`src/rtl/enemy_bullet_controller.sv`:
```
// Enemy bullet slots: timed spawning from the enemy sprite, per-frame
// downward motion, retirement at the screen bottom and player hit detection.
module enemy_bullet_controller #(
  parameter int BULLET_COUNT = 4,
  parameter int BULLET_SPEED = 3,
  parameter int FIRE_PERIOD  = 45,
  parameter int SCREEN_H     = 480
) (
  input  logic                      clk25,
  input  logic                      rst_n,
  input  logic                      frame_tick,
  input  logic                      enemy_alive,
  input  logic [9:0]                enemy_x,
  input  logic [9:0]                enemy_y,
  input  logic [9:0]                player_x,
  input  logic [9:0]                player_y,
  output logic [10*BULLET_COUNT-1:0] ebullet_x,
  output logic [10*BULLET_COUNT-1:0] ebullet_y,
  output logic [BULLET_COUNT-1:0]   ebullet_active,
  output logic [BULLET_COUNT-1:0]   hit_mask,
  output logic                      player_hit,
  output logic [7:0]                hit_count
);

  localparam int CW = $clog2(FIRE_PERIOD + 1);

  typedef enum logic {
    S_WAIT,
    S_ARMED
  } state_t;

  state_t                  state, state_n;
  logic [CW-1:0]           cnt, cnt_n;
  logic                    fire;
  logic                    free_any;
  logic [BULLET_COUNT-1:0] free_sel;
  logic [BULLET_COUNT-1:0] spawn_oh;
  logic [BULLET_COUNT-1:0] hit;
  logic [10:0]             y_next [BULLET_COUNT];
  logic [10:0]             px, py;

  assign px = {1'b0, player_x};
  assign py = {1'b0, player_y};

  for (genvar g = 0; g < BULLET_COUNT; g++) begin : g_slot
    logic [10:0] bx, by;
    logic        ovl_x, ovl_y;
    assign bx = {1'b0, ebullet_x[10*g +: 10]};
    assign by = {1'b0, ebullet_y[10*g +: 10]};
    assign ovl_x = (bx < px + 11'd32) && (bx + 11'd8 > px);
    assign ovl_y = (by < py + 11'd32) && (by + 11'd8 > py);
    assign hit[g] = ebullet_active[g] && ovl_x && ovl_y;
    assign y_next[g] = by + 11'(BULLET_SPEED);
  end

  // Lowest-index free slot, judged on the slot state at cycle start.
  always_comb begin
    free_any = 1'b0;
    free_sel = '0;
    for (int i = 0; i < BULLET_COUNT; i++) begin
      if (!ebullet_active[i] && !free_any) begin
        free_sel[i] = 1'b1;
        free_any    = 1'b1;
      end
    end
  end

  always_ff @(posedge clk25 or negedge rst_n) begin
    if (!rst_n) begin
      state <= S_WAIT;
      cnt   <= '0;
    end else begin
      state <= state_n;
      cnt   <= cnt_n;
    end
  end

  always_comb begin
    state_n = state;
    cnt_n   = cnt;
    if (frame_tick) begin
      unique case (state)
        S_WAIT: begin
          if (!enemy_alive) begin
            cnt_n = '0;
          end else if (cnt == CW'(FIRE_PERIOD - 1)) begin
            state_n = S_ARMED;
            cnt_n   = '0;
          end else begin
            cnt_n = cnt + CW'(1);
          end
        end
        S_ARMED: begin
          if (!enemy_alive || free_any) begin
            state_n = S_WAIT;
            cnt_n   = '0;
          end
        end
        default: begin
          state_n = S_WAIT;
          cnt_n   = '0;
        end
      endcase
    end
  end

  always_comb begin
    fire     = (state == S_ARMED) && frame_tick
               && enemy_alive && free_any;
    spawn_oh = fire ? free_sel : '0;
  end

  // Per slot: collision clear wins over retire, retire over move.
  always_ff @(posedge clk25 or negedge rst_n) begin
    if (!rst_n) begin
      ebullet_x      <= '0;
      ebullet_y      <= '0;
      ebullet_active <= '0;
      hit_mask       <= '0;
      player_hit     <= 1'b0;
      hit_count      <= '0;
    end else begin
      for (int i = 0; i < BULLET_COUNT; i++) begin
        if (hit[i]) begin
          ebullet_active[i] <= 1'b0;
        end else if (ebullet_active[i] && frame_tick) begin
          if (y_next[i] >= 11'(SCREEN_H))
            ebullet_active[i] <= 1'b0;
          else
            ebullet_y[10*i +: 10] <= y_next[i][9:0];
        end else if (spawn_oh[i]) begin
          ebullet_x[10*i +: 10] <= enemy_x + 10'd12;
          ebullet_y[10*i +: 10] <= enemy_y + 10'd32;
          ebullet_active[i]     <= 1'b1;
        end
      end
      hit_mask   <= hit;
      player_hit <= |hit;
      if (|hit && hit_count != 8'hFF)
        hit_count <= hit_count + 8'd1;
    end
  end

endmodule

```
`config.mk`:
```
export PLATFORM = sky130hd
export DESIGN_NAME = enemy_bullet_controller
export DESIGN_NICKNAME = d
export VERILOG_FILES = /design/src/rtl/enemy_bullet_controller.sv
export SDC_FILE = /design/constraint.sdc
export NUM_CORES = 1
export LEC_CHECK = 0
export BUFFER_PORTS_ARGS = -buffer_cell sky130_fd_sc_hd__buf_4
export CAP_MARGIN = 20
export CELL_PAD_IN_SITES_DETAIL_PLACEMENT = 0
export CELL_PAD_IN_SITES_GLOBAL_PLACEMENT = 1
export CORE_AREA = 2 2 136 164
export CTS_CLUSTER_DIAMETER = 150
export CTS_CLUSTER_SIZE = 30
export DETAILED_ROUTE_END_ITERATION = 16
export DIE_AREA = 0 0 138 166
export PLACE_DENSITY_LB_ADDON = 0.1
export SYNTH_ARGS = -nofsm -noshare
export SYNTH_HDL_FRONTEND = slang
export SYNTH_SLANG_ARGS = --single-unit
```
`constraint.sdc`:
```
create_clock -name clk25 -period 3.7 [get_ports clk25]
set_input_delay 0.555 -clock clk25 [delete_from_list [all_inputs] [get_ports clk25]]
set_output_delay 0.555 -clock clk25 [all_outputs]
set_load 0.01 [all_outputs]
```
## Yosys cells after proc, flatten, opt, wreduce, memory -nomap -nowiden

Cells that the tools add are included.

| word-level totals | value |
|---|---|
| bits in registers | 104 |
| bits in latches | 0 |
| memory bits (writable) | 0 |
| memory bits (read-only) | 0 |
| bits of input ports | 44 |
| output and inout bits | 97 |
| word-level logic and storage cells | 175 |
| memories kept | 0 |

| operators by class | value |
|---|---|
| add/sub/neg operators | 18 |
| multiply operators | 0 |
| div/mod/pow operators | 0 |
| order comparisons | 20 |
| eq/ne operators | 11 |
| shifts and indexed selects | 0 |
| multiplexer cells | 44 |
| bitwise operators | 9 |
| reduce and logical (&&, ||, !) cells | 56 |

Operators with widths:

| kind | count |
|---|---|
| 10-bit two-way mux | 12 |
| 10-bit by 4-bit adder with 11-bit output, second input constant | 8 |
| 11-bit by 10-bit > comparator with 1-bit output | 8 |
| 10-bit by 11-bit less-than comparator with 1-bit output | 8 |
| 10-bit by 2-bit adder with 11-bit output, second input constant | 4 |
| 11-bit by 9-bit >= comparator with 1-bit output, second input constant | 4 |
| 1-bit logical AND | 27 |
| 1-bit two-way mux | 26 |
| 3-bit AND reduction | 8 |
| 10-bit by 6-bit adder with 11-bit output, second input constant | 2 |
| 6-bit two-way mux | 3 |
| 3-bit by 2-bit != test with 1-bit output, second input constant | 4 |
| 6-bit case mux with 2 select lines | 1 |
| 3-bit nonzero test | 4 |
| 10-bit by 4-bit adder with 10-bit output, second input constant | 1 |
| 10-bit by 6-bit adder with 10-bit output, second input constant | 1 |
| 2-bit AND reduction | 5 |
| 1-bit inverter | 9 |
| 8-bit by 1-bit adder with 8-bit output, second input constant | 1 |
| 2-bit != test, second input constant | 4 |
| 8-bit != test, second input constant | 1 |
| 2-bit nonzero test | 4 |
| 6-bit by 1-bit adder with 6-bit output, second input constant | 1 |
| 6-bit == test, second input constant | 1 |
| 6 further kinds | 11 |

## Longest topological paths before layout

Gate-level depths: netlist of run 1.

| logic depth | value |
|---|---|
| word-level depth | 14 |
| mapped depth | 16 |
| gate-level depth less buffers | 13 |

## Worst setup path before layout of run 1

OpenSTA, ideal clock, no wires.

| timing path | value |
|---|---|
| path kind | register -> register |
| start | reg ebullet_x[33] |
| end | reg hit_count[1] |
| arrival time | 3.248 ns |
| required time | 3.575 ns |
| slack | 0.327 ns |
| cell stages (with the launch flop) | 14 |
| buffers on the path | 1 |
| cells stage by stage | dfrtp_1 > and3_1 > nand3_1 > xnor2_1 > ha_1 > a21o_1 > a21oi_1 > or4b_1 > a2bb2oi_2 > nor4_2 > or4_1 > buf_6 > and2_4 > mux2_4 |

| between the ends | value |
|---|---|
| longest elaborated chain between the ends | 7 |

Ends and longest elaborated chain:

| element | RTL line | source |
|---|---|---|
| from (decl) | 17 | `output logic [10*BULLET_COUNT-1:0] ebullet_x,` |
| from (signal, indexed assignment) | 132 | `ebullet_x[10*i +: 10] <= enemy_x + 10'd12;` |
| 10-bit by 4-bit adder with 11-bit output | 50 | `assign ovl_x = (bx < px + 11'd32) && (bx + 11'd8 > px);` |
| 11-bit by 10-bit > comparator with 1-bit output | 50 |  |
| 1-bit logical AND (*) | 50 |  |
| 1-bit logical AND (*) (2 in a row) | 52 | `assign hit[g] = ebullet_active[g] && ovl_x && ovl_y;` |
| named net hit[3] | 38 | `logic [BULLET_COUNT-1:0] hit;` |
| 4-bit OR reduction (*) | 139 | `if (\|hit && hit_count != 8'hFF)` |
| 1-bit logical AND (*) | 139 |  |
| to (signal assigned) | 140 | `hit_count <= hit_count + 8'd1;` |
| to (decl) | 22 | `output logic [7:0] hit_count` |

The timed path passes the listed nets; every way through them passes the cells marked *.
A chain may end at the register's enable or synchronous reset.

## Worst setup path in the final report of run 1

| timing path | value |
|---|---|
| start | reg ebullet_y[3] |
| end | reg hit_count[1] |

| between the ends | value |
|---|---|
| longest elaborated chain between the ends | 6 |

Ends and longest elaborated chain:

| element | RTL line | source |
|---|---|---|
| from (decl) | 18 | `output logic [10*BULLET_COUNT-1:0] ebullet_y,` |
| from (signal, indexed assignment) | 130 | `ebullet_y[10*i +: 10] <= y_next[i][9:0];` |
| from (signal, indexed assignment) | 133 | `ebullet_y[10*i +: 10] <= enemy_y + 10'd32;` |
| 10-bit by 4-bit adder with 11-bit output | 51 | `assign ovl_y = (by < py + 11'd32) && (by + 11'd8 > py);` |
| 11-bit by 10-bit > comparator with 1-bit output | 51 |  |
| 1-bit logical AND (*) | 51 |  |
| 1-bit logical AND (*) | 52 |  |
| named net hit[0] | 38 |  |
| 4-bit OR reduction (*) | 139 |  |
| 1-bit logical AND (*) | 139 |  |

Marked as above.

==> run summary, run 1 <==
Initial Utilization: 0.430
Pin count of the biggest net entering global routing: 58
Synth top area cells: dfrtp_1, ha_1, o21ai_0, nand2_1, a21oi_1
First-pass GRT wire length: 49600 um
Global-route usage over all layers: 0.275
HP Class: input pin to async pin
Count leader, synth: ha_1
Worst Skew: 0.00609 ns
Area leader, netlist: dfrtp_1
Crit share post-route: 0.946
Number of port buffers: 140
RSZ-0062 raised after global routing: false
DRT antenna net count: 0
Ports: 141
Pwr/cell area: 296 nW/um2
Critical path's top delay family: simple AND/OR/NAND/NOR gates
Routed vias: 8922
Post-synth EDFFs: 0
Reg2Reg Depth: 12
Lkg Pwr: 5.73 nW
Fmax: 286 MHz
CP arrival: 3.75 ns
Total global routing overflow: 0
Initial antenna violation count: 0
Area growth from synthesis to layout: 22.9%
CTS tree: done
# placed instances: 1553
CP required: 3.95 ns
Most used DFF post-synth: dfrtp_1
Outcome: finished clean
Register Area: 2600 um2
Inserted Clock Buffers: 9
Total wire length: 31300 um
Critical Path Sink Type: register
Die Y: 166 um
Yosys warnings: 0
Max stage delay on crit path: 0.54 ns
Slowest-stage cell, CP: or4_4
Post-synthesis async set-or-reset flop share: 1.00
Post-CTS Hold Buffers: 0
Cts repair resizes: 0
Vias per inst: 5.69
Yosys top cell area share: 0.283
Post-synthesis sequential area ratio: 0.283
Worst vdd rail ir drop: 0.268 mV
CTS max path bufs: 2
Average wire per standard cell: 19.9 um
WP buf/inv: 1
Multi-input gate area: 6230 um2
Fill cell count: 2139
GP Congestion: 0.943
Tmin final: 3.50 ns
Clk_lat worst skew: 0.36 ns
Final Slew Violations: 0
Setup TNS Final: 0 ns
Worst path most repeated cell: ha_1
Pre-antenna DRT Iters: 5
H-tree depth: 3
Final Power: 0.00334 W
# DRC: 0
Clock sink count: 104
WS Path Type: register to register
Final #Nets: 1489
Crit-path cells: ha_1 > buf_4 > xor2_1 > ha_1 > o21ai_0 > nor2_1 > nor4_1 > a211oi_1 > o2111a_1 > or4_4 > and2_4 > mux2_4
Syn nets: 1302
Clk Tree Root Cell: clkbuf_16
Vias in the first global route: 8877
Die Width: 138 um
Row cnt: 59
Initial DRC count: 502
Total die area: 22900 um2
Worst Setup Start Kind: register
Synth cell count leaders: ha_1, nand2_1, dfrtp_1, o21ai_0, a21oi_1
Netlist Area Pre-Place: 9200 um2
Slew at the pin closest to its max-slew limit: 1.01 ns
Flops & latches, synth: 104
Post-route insts no fill: 1569
Ant diodes: 0
Clk slew on worst S/H paths: 0.08 ns
Slew HR: 0.320
Core Area: 21400 um2
Final setup fails: 0
Cell count after synthesis: 1103
Post-CTS Setup Inserts: 0
Final hold violations: 0
WP depth: 12
Synth unique cells: 61
Share of cells above drive strength 1: 0.185
Max FO, Critical Path: 7
Detailed-placement wirelength estimate: 24700 um
Maxcap violations: 0
Syn_area_per_cell: 8.34 um2
report_power, final:
part / total, W / switching (W) / internal, W
logic: 0.000986 / 0.000562 / 0.000425
registers: 0.00132 / 0.000119 / 0.00120
clock network: 0.00104 / 0.000494 / 0.000548
total: 0.00334 / 0.00117 / 0.00217
cells by family (layout without fill, tap and decap cells):
group,after synthesis,after routing,synth area share
AOI/OAI and AO/OA,305,305,0.201
and+or+nand+nor,366,366,0.189
adders and majority gates,155,155,0.211
buffers and inverters,96,288,0.0411
xor gates and xnor gates,70,70,0.0666
DFF,104,104,0.283
muxes,7,7,0.00857
metal layers:
layer	part of all wire	vias up	track usage
li1	-	4389	-
met1	0.43	4214	0.351
met2	0.49	259	0.472
met3	0.044	60	0.0349
met4	0.035	0	0.107
met5	0	-	0
per-stage QoR:
step           area, um2  hold WS [ns]  worst slack [ns]   util
6_report           11300         0.278             0.198  0.528
5_1_grt            11300         0.338            0.0659  0.528
4_1_cts            11300         0.308             0.153  0.528
3_5_place_dp       11000         0.513             0.135  0.514
3_3_place_gp       11000         0.513             0.153  0.514
2_1_floorplan       9200         0.259             0.327      -
path summary, 6_finish.rpt:
check	startpoint	slack, ns	end
worst max-delay path	ebullet_y[3]	0.20	hit_count[1]
worst min-delay path	rst_n	0.28	ebullet_x[32]
worst max register to register	ebullet_y[3]	0.20	hit_count[1]
worst min register to register	hit_count[0]	0.53	hit_count[0]
max in group asynchronous	rst_n	2.54	ebullet_y[29]
min in group clk25	enemy_x[1]	0.49	ebullet_x[31]
sequential cells by signal, indices dropped and copies added (netlist names):
| register | cells |
|---|---|
| ebullet_y | 40 |
| hit_mask | 4 |
| state | 1 |
| cnt | 6 |
| ebullet_active | 4 |
| ebullet_x | 40 |
| hit_count | 8 |
| player_hit | 1 |
cells in the final DEF, fill, tap and decap left out, drive strengths merged, types with 5 or more instances in the layout:
cell	synthesis	final
a211o	8	8
a211oi	14	14
a21o	12	12
a21oi	90	90
a31oi	9	9
and3	19	19
buf	10	212
clkbuf	26	10
dfrtp	104	104
ha	155	155
inv	60	61
nand2	127	127
nand2b	7	7
nand3	59	59
nand3b	9	9
nand4	20	20
nor2	66	66
nor2b	5	5
nor3	28	28
nor4	6	6
o2111ai	8	8
o211ai	7	7
o21a	9	9
o21ai	102	102
o22a	5	5
o22ai	13	13
or3	8	8
xnor2	38	38
xor2	32	32
cell type report:
class,count,area share
multi-input combinational,903,0.551
sequential,104,0.230
timing repair buffer,212,0.142
tap,274,0.0303
clock buffer,10,0.0211
inverter,60,0.0199
clock inverter,6,0.00597
Note: power is estimated with default switching activity, not from simulation.
==> run 2, diff against run 1 <==
- PLACE_DENSITY: not set -> 0.93
- PLACE_DENSITY_LB_ADDON: 0.1 -> not set
==> run 2 against run 1 <==
Effect of this change: worst setup slack improved by 0.011 ns; via count rose by 1.1%; maximum frequency rose by 0.32%; worst hold slack got worse by 0.042 ns; sequential cell count did not move; global-route usage fell by 2.2 points; critical path depth fell by 1; sequential share of layout area rose by 0.29 points; combinational power fell by 5.0%; die area did not move; utilization fell by 0.64 points; power fell by 1.3%; critical path type unchanged; critical endpoint unchanged.
==> run summary, run 2 (synthesis results as in run 1) <==
Routed vias: 9020 (+1.1%)
First-pass GRT wire length: 45900 um (-7.4%)
NetSw: 0.00116 W (-1.1%)
Post-CTS Setup Inserts: 0 (unchanged)
Largest regs: ebullet_x (40), ebullet_y (40), hit_count (8)
Post-route insts no fill: 1550 (-1.2%)
Clock power frac: 0.315 (+0.004)
Lkg Pwr: 5.63 nW (-1.8%)
Worst Setup Start Kind: register
Die Y: 166 um (unchanged)
CP arrival: 3.75 ns (about the same)
Initial Utilization: 0.430 (unchanged)
Total die area: 22900 um2 (unchanged)
Row cnt: 59 (unchanged)
CTS max path bufs: 2 (unchanged)
Final #Nets: 1470 (-1.3%)
Total global routing overflow: 0 (unchanged)
Outcome: finished clean
Die Width: 138 um (unchanged)
WP buf/inv: 0 (-1)
Commonest non-fill, non-tap cell in the layout: buf_4
Switching share of power: 0.352 (+0.000824)
DP Area: 10900 um2 (-1.3%)
Vias in the first global route: 8362 (-5.8%)
Sequential share of power: 0.401 (+0.007)
Max FO, Critical Path: 8 (+1)
Final Slew Violations: 0 (unchanged)
Final hold violations: 0 (unchanged)
Critical path's top delay family: simple AND/OR/NAND/NOR gates
Vias per inst: 5.82 (+2.3%)
RSZ-0062 raised after global routing: false
CP required: 3.96 ns (about the same)
Fill cell count: 2017 (-5.7%)
Reg2Reg Depth: 11 (-1)
Pin count of the biggest net entering global routing: 53 (-8.6%)
Cts repair resizes: 0 (unchanged)
# DRC: 0 (unchanged)
Crit share post-route: 0.943 (-0.00300)
Int Pwr: 0.00214 W (-1.4%)
Ant diodes: 0 (unchanged)
Register Area: 2600 um2 (about the same)
Clock sink count: 104 (unchanged)
Number of port buffers: 140 (unchanged)
Worst slack at placement: -0.0258 ns (-0.160 ns)
Pre-antenna DRT Iters: 5 (unchanged)
Multi-input gate area: 6230 um2 (about the same)
DRT antenna net count: 0 (unchanged)
Logic gate share of total power: 0.284 (-0.011)
Global-route usage over all layers: 0.253 (-0.0216)
Post-CTS Hold Buffers: 0 (unchanged)
Total wire length: 29400 um (-6.1%)
Setup WS post-layout: 0.209 ns (+0.0111 ns)
Detailed-placement wirelength estimate: 22900 um (-7.2%)
Maxcap violations: 0 (unchanged)
Tmin final: 3.49 ns (-0.0111 ns)
WS Path Type: register to register
Critical Path Sink Type: register
# placed instances: 1534 (-1.2%)
Pwr/cell area: 295 nW/um2 (-0.11%)
Ports: 141 (unchanged)
Final Cell Area: 11200 um2 (-1.2%)
Worst Skew: 0.0125 ns (+0.00638 ns)
Initial DRC count: 627 (+25%)
Final core occ: 0.522 (-0.00643)
H-tree depth: 3 (unchanged)
Average wire per standard cell: 19.0 um (-5.0%)
Initial antenna violation count: 1 (+1)
CTS tree: done
Area growth from synthesis to layout: 21.4%
Slew at the pin closest to its max-slew limit: 0.925 ns (-0.0873 ns)
GP Congestion: 0.945 (+0.23%)
Worst vdd rail ir drop: 0.298 mV (+11%)
Slew HR: 0.379 (+0.0586)
WP depth: 11 (-1)
Clk_lat worst skew: 0.38 ns (+0.02 ns)
HP Class: input pin to async pin
Crit-path cells: nand3_1 > xnor2_1 > ha_1 > a21o_1 > a21oi_1 > or4b_1 > a2bb2oi_2 > nor4_2 > or4_4 > and2_4 > mux2_4
Clk Tree Root Cell: clkbuf_16
Inserted Clock Buffers: 9 (unchanged)
Fmax: 286 MHz (+0.32%)
Max stage delay on crit path: 0.60 ns (+0.06 ns)
Clk slew on worst S/H paths: 0.08 ns (about the same)
Most frequent cells in the layout: buf_4, ha_1, nand2_1
Slowest-stage cell, CP: or4_4
Core Area: 21400 um2 (unchanged)
Final setup fails: 0 (unchanged)
Share of cells above drive strength 1: 0.173 (-0.0114)
==> run 2: through the flow <==
stage	hold WS, ns	total power [W]	setup TNS, ns
after global placement	0.505	0.00225	0
after global routing	0.308	0.00349	0
final	0.236	0.00330	0
after detailed placement	0.512	0.00227	-0.0258
after floorplan	0.259	0.00188	0
after CTS	0.275	0.00329	0
==> run 2: path summary, 6_finish.rpt <==
path	start	to	slack, ns
max	ebullet_x[36]	hit_count[1]	0.21
min	rst_n	ebullet_y[12]	0.24
max reg2reg	ebullet_x[36]	hit_count[1]	0.21
min reg2reg	hit_count[0]	hit_count[0]	0.52
max in group asynchronous	rst_n	ebullet_y[37]	2.59
min in group clk25	enemy_x[1]	ebullet_x[11]	0.44
==> run 2: final cells by class <==
type / instances / share of cell area
clock buffers: 10 / 0.0205
clock inverters: 6 / 0.00694
inverters: 60 / 0.0202
multi-input cells: 903 / 0.558
flip-flops and latches: 104 / 0.233
well taps: 274 / 0.0307
repair buffers: 193 / 0.131
==> run 2: routing by layer <==
metal,track usage,vias up,share of wire
met5,0,-,0.00044
met4,0.0932,2,0.033
met3,0.0409,54,0.065
met2,0.413,306,0.47
met1,0.339,4292,0.43
li1,-,4366,-
==> run 2: power groups by stage <==
stage	combinational, W	sequential [W]	clock, W
after global placement	0.000908	0.00134	0
after detailed placement	0.000925	0.00134	0
after global routing	0.00106	0.00134	0.00110
final	0.000937	0.00132	0.00104
after floorplan	0.000553	0.00132	0
after CTS	0.000931	0.00132	0.00104
